--- config.mk ---
export PLATFORM = sky130hd
export DESIGN_NAME = move_merger
export DESIGN_NICKNAME = d
export VERILOG_FILES = /design/src/rtl/move_merger.sv
export SDC_FILE = /design/constraint.sdc
export NUM_CORES = 2
export LEC_CHECK = 0
export BUFFER_PORTS_ARGS = -buffer_cell sky130_fd_sc_hd__clkbuf_2
export CORE_ASPECT_RATIO = 1.2
export CORE_UTILIZATION = 61
export CTS_BUF_LIST = sky130_fd_sc_hd__clkbuf_2
export DETAILED_ROUTE_END_ITERATION = 12
export GPL_TIMING_DRIVEN = 1
export PLACE_DENSITY = 0.83
export SLEW_MARGIN = 20
export SYNTH_ARGS = -nofsm -noshare
export SYNTH_HDL_FRONTEND = slang
export SYNTH_SLANG_ARGS = --single-unit
--- constraint.sdc ---
create_clock -name clk -period 26.4 [get_ports clk]
set_input_delay 1.32 -clock clk [delete_from_list [all_inputs] [get_ports clk]]
set_output_delay 1.32 -clock clk [all_outputs]
set_load 0.05 [all_outputs]
--- src/rtl/move_merger.sv ---
// Purpose : 2048 move engine. Compacts and merges every column of a normalised
//           board toward row 0, walking one cell per clock cycle.
// Latency : fixed 21 cycles from the accepting edge to the return to IDLE.
//           done pulses on the 20th edge after the accept.
// Backpressure: none. start is ignored while a move is in flight. A start held
//           high through the done cycle chains the next move on the exit edge,
//           which gives a 21-cycle period.
// Ports   : clk, rst (async, active-high)
//           start / matrix                   request and normalised board [row][col]
//           busy / done                      move in flight / one-cycle completion pulse
//           merged_matrix, moved, score_add, win   result, held until the next done
module move_merger #(
    parameter int CELL_W  = 12,
    parameter int SCORE_W = 16,
    parameter int WIN_VAL = 2048
) (
    input  logic                          clk,
    input  logic                          rst,
    input  logic                          start,
    input  logic [3:0][3:0][CELL_W-1:0]   matrix,
    output logic                          busy,
    output logic                          done,
    output logic [3:0][3:0][CELL_W-1:0]   merged_matrix,
    output logic                          moved,
    output logic [SCORE_W-1:0]            score_add,
    output logic                          win
);

    typedef enum logic [1:0] {
        S_IDLE  = 2'd0,
        S_SCAN  = 2'd1,
        S_FLUSH = 2'd2,
        S_DONE  = 2'd3
    } state_t;

    localparam logic [CELL_W-1:0] WIN_CELL = CELL_W'(WIN_VAL);
    localparam logic [CELL_W:0]   WIN_DBL  = (CELL_W+1)'(WIN_VAL);

    state_t                        r_state;
    logic [3:0][3:0][CELL_W-1:0]   r_copy;
    logic [3:0][3:0][CELL_W-1:0]   r_buf;
    logic [1:0]                    r_col;
    logic [1:0]                    r_row;
    logic [1:0]                    r_wp;
    logic [CELL_W-1:0]             r_pend;
    logic                          r_pend_vld;
    logic [SCORE_W-1:0]            r_score;
    logic                          r_win;

    logic [CELL_W-1:0]             w_v;
    logic [CELL_W:0]               w_dbl;
    logic                          w_merge;
    logic                          w_accept;
    logic [3:0][3:0][CELL_W-1:0]   w_flush_buf;

    assign w_v     = r_copy[r_row][r_col];
    // Doubling is one bit wider than a cell; values up to 1024 always fit back.
    assign w_dbl   = {w_v, 1'b0};
    // Tiles already at the winning value are terminal and never combine.
    assign w_merge = r_pend_vld && (r_pend == w_v) && (w_v != WIN_CELL);
    // The DONE exit edge behaves as the IDLE entry for start sampling, so a
    // held start chains moves without an extra idle cycle.
    assign w_accept = start && ((r_state == S_IDLE) || (r_state == S_DONE));

    // Buffer as it stands after the column flush; used both to update r_buf and,
    // on the last column, to publish the result in the same edge.
    always_comb begin
        w_flush_buf = r_buf;
        if (r_pend_vld) begin
            w_flush_buf[r_wp][r_col] = r_pend;
        end
    end

    always_ff @(posedge clk or posedge rst) begin
        if (rst) begin
            r_state       <= S_IDLE;
            r_copy        <= '0;
            r_buf         <= '0;
            r_col         <= '0;
            r_row         <= '0;
            r_wp          <= '0;
            r_pend        <= '0;
            r_pend_vld    <= 1'b0;
            r_score       <= '0;
            r_win         <= 1'b0;
            busy          <= 1'b0;
            done          <= 1'b0;
            merged_matrix <= '0;
            moved         <= 1'b0;
            score_add     <= '0;
            win           <= 1'b0;
        end else begin
            done <= 1'b0;
            if (w_accept) begin
                r_copy     <= matrix;
                r_buf      <= '0;
                r_col      <= '0;
                r_row      <= '0;
                r_wp       <= '0;
                r_pend_vld <= 1'b0;
                r_score    <= '0;
                r_win      <= 1'b0;
                busy       <= 1'b1;
                r_state    <= S_SCAN;
            end else begin
                case (r_state)
                    S_IDLE: begin
                        busy <= 1'b0;
                    end
                    S_SCAN: begin
                        if (w_v != '0) begin
                            if (w_merge) begin
                                r_buf[r_wp][r_col] <= w_dbl[CELL_W-1:0];
                                r_wp               <= r_wp + 2'd1;
                                r_pend_vld         <= 1'b0;
                                r_score            <= r_score + SCORE_W'(w_dbl);
                                if (w_dbl == WIN_DBL) begin
                                    r_win <= 1'b1;
                                end
                            end else if (r_pend_vld) begin
                                r_buf[r_wp][r_col] <= r_pend;
                                r_wp               <= r_wp + 2'd1;
                                r_pend             <= w_v;
                            end else begin
                                r_pend     <= w_v;
                                r_pend_vld <= 1'b1;
                            end
                        end
                        r_row <= r_row + 2'd1;
                        if (r_row == 2'd3) begin
                            r_state <= S_FLUSH;
                        end
                    end
                    S_FLUSH: begin
                        r_buf      <= w_flush_buf;
                        r_pend_vld <= 1'b0;
                        r_wp       <= '0;
                        r_row      <= '0;
                        if (r_col != 2'd3) begin
                            r_col   <= r_col + 2'd1;
                            r_state <= S_SCAN;
                        end else begin
                            merged_matrix <= w_flush_buf;
                            moved         <= (w_flush_buf != r_copy);
                            score_add     <= r_score;
                            win           <= r_win;
                            done          <= 1'b1;
                            r_state       <= S_DONE;
                        end
                    end
                    S_DONE: begin
                        busy    <= 1'b0;
                        r_state <= S_IDLE;
                    end
                    default: begin
                        r_state <= S_IDLE;
                    end
                endcase
            end
        end
    end

endmodule

Yosys cells after proc, flatten, opt, wreduce, memory -nomap -nowiden:

Index checks and enable logic that the tools add are counted.

* register bits: 634
* output and inout bits: 212

* add/sub/neg operators: 4
* magnitude comparators: 5
* eq/ne operators: 12
* mux-type cells: 47
* bitwise logic cells: 3
* reductions and logical operators: 26

Operator list (number)
* $mux W192: 4
* $bwmux W192: 2
* $pmux W192 S2: 1
* $ne A192 B192 Y1: 1
* $bmux W48 S2: 1
* $demux W48 S2: 1
* $mux W48: 2
* $mux W16: 4
* $bmux W12 S2: 1
* $demux W12 S2: 1
* $mux W12: 2
* $mux W2: 11
* $add A16 B13 Y16: 1
* $reduce_bool A2 Y1: 7
* $mux W1: 13
* $eq A12 B11 Y1 const B: 1
* $eq A12 B12 Y1: 1
* $ne A12 B12 Y1 const B: 1
* $reduce_bool A12 Y1: 1
* $lt A2 B3 Y1 const B: 3
* $reduce_and A3 Y1: 3
* $pmux W2 S2: 2
* $reduce_and A4 Y1: 2
* $add A2 B1 Y2 const B: 3
* other kinds (16): 28

Depth between registers and ports, before layout:

* depth after elaboration: 12
* gate-level depth with buffers: 19
* mapped depth without buffers: 14

Worst setup path after synthesis:

OpenSTA, ideal clock, no wires.

* kind: register -> register
* start point: reg r_col[1]
* end point: reg r_score[11]
* library setup time: 132 ps
* data arrival time: 3744 ps
* required time: 26268 ps
* setup slack: 22524 ps
* cell stages (with the launch flop): 19
* path buffers: 4
* path through: dfrtp_1 -> buf_6 -> buf_4 -> mux4_2 -> nand2_1 -> a31oi_1 -> buf_2 -> clkbuf_1 -> ha_1 -> fa_1 -> a21o_1 -> a21o_1 -> a21oi_1 -> o21ai_0 -> a211oi_1 -> o21bai_1 -> xor2_1 -> mux2i_1 -> nor2_1

* cells in the longest elaborated chain, start to end: 7
* elaborated cells on any way between the ends: 15
* those cells by class: add/sub: 1; eq/ne: 2; mux: 6; reduce/logical: 6

RTL lines
* start, declared: RTL line 42 `logic [1:0] r_col;`
* start signal, assigned: RTL line 140 `r_col <= r_col + 2'd1;`
* $bmux W12 S2 *: RTL line 56 `assign w_v = r_copy[r_row][r_col];`
* $mux W12 (not written as such) *: RTL line 56
* net w_v[0]: RTL line 50 `logic [CELL_W-1:0] w_v;`
* $add A16 B13 Y16 / $eq A12 B12 Y1 (equally long branches): RTL line 116, 60
* $mux W16 / $logic_and A1 B1 Y1 (equally long branches): RTL line 112, 60
* $mux W16 / $logic_and A1 B1 Y1 (equally long branches): RTL line 111, 60
* $mux W16 / $reduce_bool A2 Y1 (equally long branches)
* $mux W16 / $reduce_and A3 Y1 (equally long branches)
* end signal, assigned: RTL line 116 `r_score <= r_score + SCORE_W'(w_dbl);`
* end, declared: RTL line 47 `logic [SCORE_W-1:0] r_score;`

Mark *: on every way through the listed nets, which the timed path passes. The rest lies on a longest branch. The select of a mux whose other input is x is not followed.
A chain may end at the register's enable or synchronous reset.

Worst setup path after layout:

* start point: reg r_col[0]
* end point: reg r_buf[48] in the netlist's numbering

* cells in the longest elaborated chain, start to end: 12
* elaborated cells on any way between the ends: 23
* those cells by class: order compare: 2; eq/ne: 3; mux: 13; reduce/logical: 5

RTL lines
* $lt A2 B3 Y1 (not written as such) / $ge A2 B1 Y1 (equally long branches): RTL line 70, 113, 121
* $logic_and A1 B1 Y1 (not written as such): RTL line 70, 113, 121
* $mux W12 (not written as such): RTL line 70, 113, 121
* $demux W12 S2: RTL line 70, 113, 121
* $mux W48 (not written as such): RTL line 70, 113, 121
* $demux W48 S2: RTL line 70, 113, 121
* $bwmux W192: RTL line 70, 121
* $mux W192: RTL line 69 `if (r_pend_vld) begin`
* $mux W192: RTL line 112 `if (w_merge) begin`
* $mux W192: RTL line 111 `if (w_v != '0) begin`
* $pmux W192 S2: RTL line 106 `case (r_state)`
* $mux W192: RTL line 94 `if (w_accept) begin`
* end signal, assigned by index: RTL line 113 `r_buf[r_wp][r_col] <= w_dbl[CELL_W-1:0];`
* end signal, assigned by index: RTL line 121 `r_buf[r_wp][r_col] <= r_pend;`
* end signal, assigned: RTL line 135 `r_buf <= w_flush_buf;`
* end, declared: RTL line 41 `logic [3:0][3:0][CELL_W-1:0] r_buf;`

Several ways; a longest one is shown, not always the timed one. The select of a mux whose other input is x is not followed.

==> qor.csv <==
metric,value,unit
status,finished clean,
Slew Limit Fails,0,
First-pass DRT Iterations,8,
Max Cap Violations,0,
mapped cell area,0.03322,mm2
overall via count from detail_route,30850,
total negative slack,0,ns
Max VDD drop,84.64,uV
Crit Path Category,reg2reg,
die width,215.0,um
register area,0.01582,mm2
endpoint type of the worst setup path,flop,
Area Growth Syn to Fin,12.42,%
Worst Hold Class,in2reg,
Avg Inst Size Synth,9.639,um2
area of the multi-input gates,0.01615,mm2
Initial Utilization,0.6179,
final-report hold violation count,0,
Root Buffer,clkbuf_2,
clock buffer depth,3,
worst slew pin tran,1.262,ns
Die Ht,257.6,um
Crit path largest cell delay,0.78,ns
Slew Limit Headroom,0.1343,
DRT antenna net count,0,
largest area contributor in the netlist,dfrtp_1,
Worst Path Buf+Inv,3,
IO Count,407,
maximum clock rate,0.1634,GHz
min cycle time layout,6.121,ns
CTS tree,yes,
fillers,4221,
number of synthesized flops with an enable pin,0,
TritonCTS Sinks,632,
Worst-path clk slew,0.11,ns
detailed-route DRC error count,0,
"critical path, cell by cell","buf_4, mux4_2, mux2i_1, mux2i_2, buf_4, nor4_4, nand4b_4, o41a_1, buf_4, o22ai_2, or3_1, o22ai_1",
initial DRC count,4318,
number of synthesized register bits,632,
die area,0.05539,mm2
H-tree depth,4,
CP dominant cell by count,buf_4,
pwr dens,117.3,mW/mm2
mean routed wirelength per cell,29.51,um
Setup-failing EPs final,0,
largest net degree at the start of global routing,204,
IO Port Bufs,405,
"Clk Latency, worst-skew pair",1.44,ns
number of global-route vias before repair,29840,
count of cell types in the netlist,76,
"Warnings, synthesis",0,
share of cells above drive strength 1,0.2052,
"Primary FF master, synth",dfrtp_1,
Top Family by Delay on Critical Path,compound AO/OA/AOI/OAI gates,
FP Rows,93,
core area,0.05376,mm2
"Net Count, Synth",3667,
asr flop ratio synth,1.000,
post-DP HPWL,99080,um
fin util,0.6946,
"Seq/Total Area, Yosys",0.4761,
routability cong.,1.123,
Leak,0.01900,uW
Worst Skew,0.1244,ns
Final #Nets,4064,
Synth top area share,0.4761,
Crit Path Max Fanout,40,
Final period util,0.2319,
Worst Path Required,27.59,ns
final global-route overflow total,0,
vias per std cell,6.591,
Synth area leaders,"dfrtp_1 48%, mux2i_1 12%, nand2_1 12%, a22o_1 4.6%, o21ai_0 3.5%",
Syn Inst Count,3446,
Startpoint Class,flop,
GRT Util Overall,0.4976,
Slowest cell on crit path,or3_1,
crit path DAT,7.31,ns
Num CTS Buffers,151,
first-pass GRT wire length,198500,um
antenna violations before repair,10,
aggregate routed wire length,138100,um
RSZ-0062 raised after global routing,no,
-- tightest hold or removal path, delay by kind of cell --
kind | cells | cell delay [ns]
buf+inv | 1 | 0.08
simple gates | 2 | 0.08
-- power by group --
group | internal, uW | total, uW | switching, uW
Combinational | 609 | 2150 | 1540
Sequential | 1180 | 1540 | 364
Clock | 274 | 685 | 411
-- state kept, by name (all words and copies together), names as in the netlist --
| name | count |
|---|---|
| r_wp | 2 |
| r_buf | 192 |
| r_row | 2 |
| merged_matrix | 192 |
| win | 1 |
| r_state | 2 |
| r_pend_vld | 1 |
| done | 1 |
| r_pend | 12 |
| busy | 1 |
| r_win | 1 |
| score_add | 15 |
| r_score | 15 |
| r_col | 2 |
| moved | 1 |
| r_copy | 192 |
-- metal layers --
layer / wire length, um / vias up / GRT usage
met1: 46790 / 14820 / 0.5972
met3: 18840 / 746 / 0.1847
met4: 14360 / 4 / 0.4305
met5: 35 / - / 0
li1: - / 12740 / -
met2: 58110 / 2536 / 0.7075
-- layout by cell type (no fill, tap or decap), drive strengths merged, types with 31 or more instances in the layout --
cell	netlist	final
clkinv	2	38
clkbuf	166	628
o22ai	45	45
xnor2	81	81
a21oi	36	36
dfrtp	632	632
mux4	41	41
dlygate4sd3	0	31
o21ai	233	233
nand2	1037	1037
nor2	102	102
xor2	81	81
a22o	176	176
inv	32	34
mux2i	397	397
buf	95	69
-- stage by stage --
stage	worst slack (ns)	instances	instance area [um2]	hold slack (ns)	total power, uW
4_1_cts	20.49	4669	37310	0.0005229	4208
5_1_grt	20.34	4673	37320	0.06723	4457
2_1_floorplan	7.378	3446	33220	0.4394	2648
3_5_place_dp	20.56	4371	35570	0.4666	3530
6_report	20.28	4680	37340	0.1080	4380
3_3_place_gp	20.64	4371	35570	0.4593	3499
-- cell type report --
class | instances | share of cell area
Antenna cell | 11 | 0.0007372
Tap cell | 712 | 0.02386
Timing Repair Buffer | 505 | 0.07747
Multi-Input combinational cell | 2519 | 0.4324
Sequential cell | 632 | 0.4236
Inverter | 34 | 0.003619
Clock buffer | 223 | 0.02989
Clock inverter | 44 | 0.008343
-- kinds of logic after synthesis --
| kind of cell | count (synthesis) | synth area share |
|---|---|---|
| compound gates | 575 | 0.1182 |
| mux | 457 | 0.1540 |
| flops | 632 | 0.4761 |
| simple gates | 1298 | 0.1590 |
| xor+xnor | 162 | 0.04272 |
| other cells | 1 | 0.0001129 |
| fa+ha+maj | 26 | 0.01002 |
| buf+inv | 295 | 0.03974 |
-- final timing paths --
check	from	endpoint	slack [ns]	cells after the start
setup / recovery	r_col[0]	r_buf[48]	20.28	12
hold / removal	matrix[26]	r_copy[26]	0.11	3
setup reg to reg	r_col[0]	r_buf[48]	20.28	12
hold reg to reg	merged_matrix[103]	merged_matrix[103]	0.48	2
max in group asynchronous	rst	r_buf[60]	23.77	4
min in group asynchronous	rst	r_buf[132]	0.12	2
-- cell usage after synthesis, types with 33 or more instances --
master / instances
nand2_1: 1036
dfrtp_1: 632
mux2i_1: 396
o21ai_0: 231
a22o_1: 176
clkbuf_1: 166
nor2_1: 102
xnor2_1: 81
xor2_1: 81
buf_2: 41
mux4_2: 41
a21oi_1: 36
o22ai_1: 34
buf_4: 33
-- timing repair --
| action | in CTS | in global routing |
|---|---|---|
| resized for setup | 0 | 0 |
| endpoints found under the hold margin | 31 | 0 |
| buffers inserted | 0 | 0 |
| hold buffers | 31 | 0 |
Note: power is estimated with default switching activity, not from simulation.
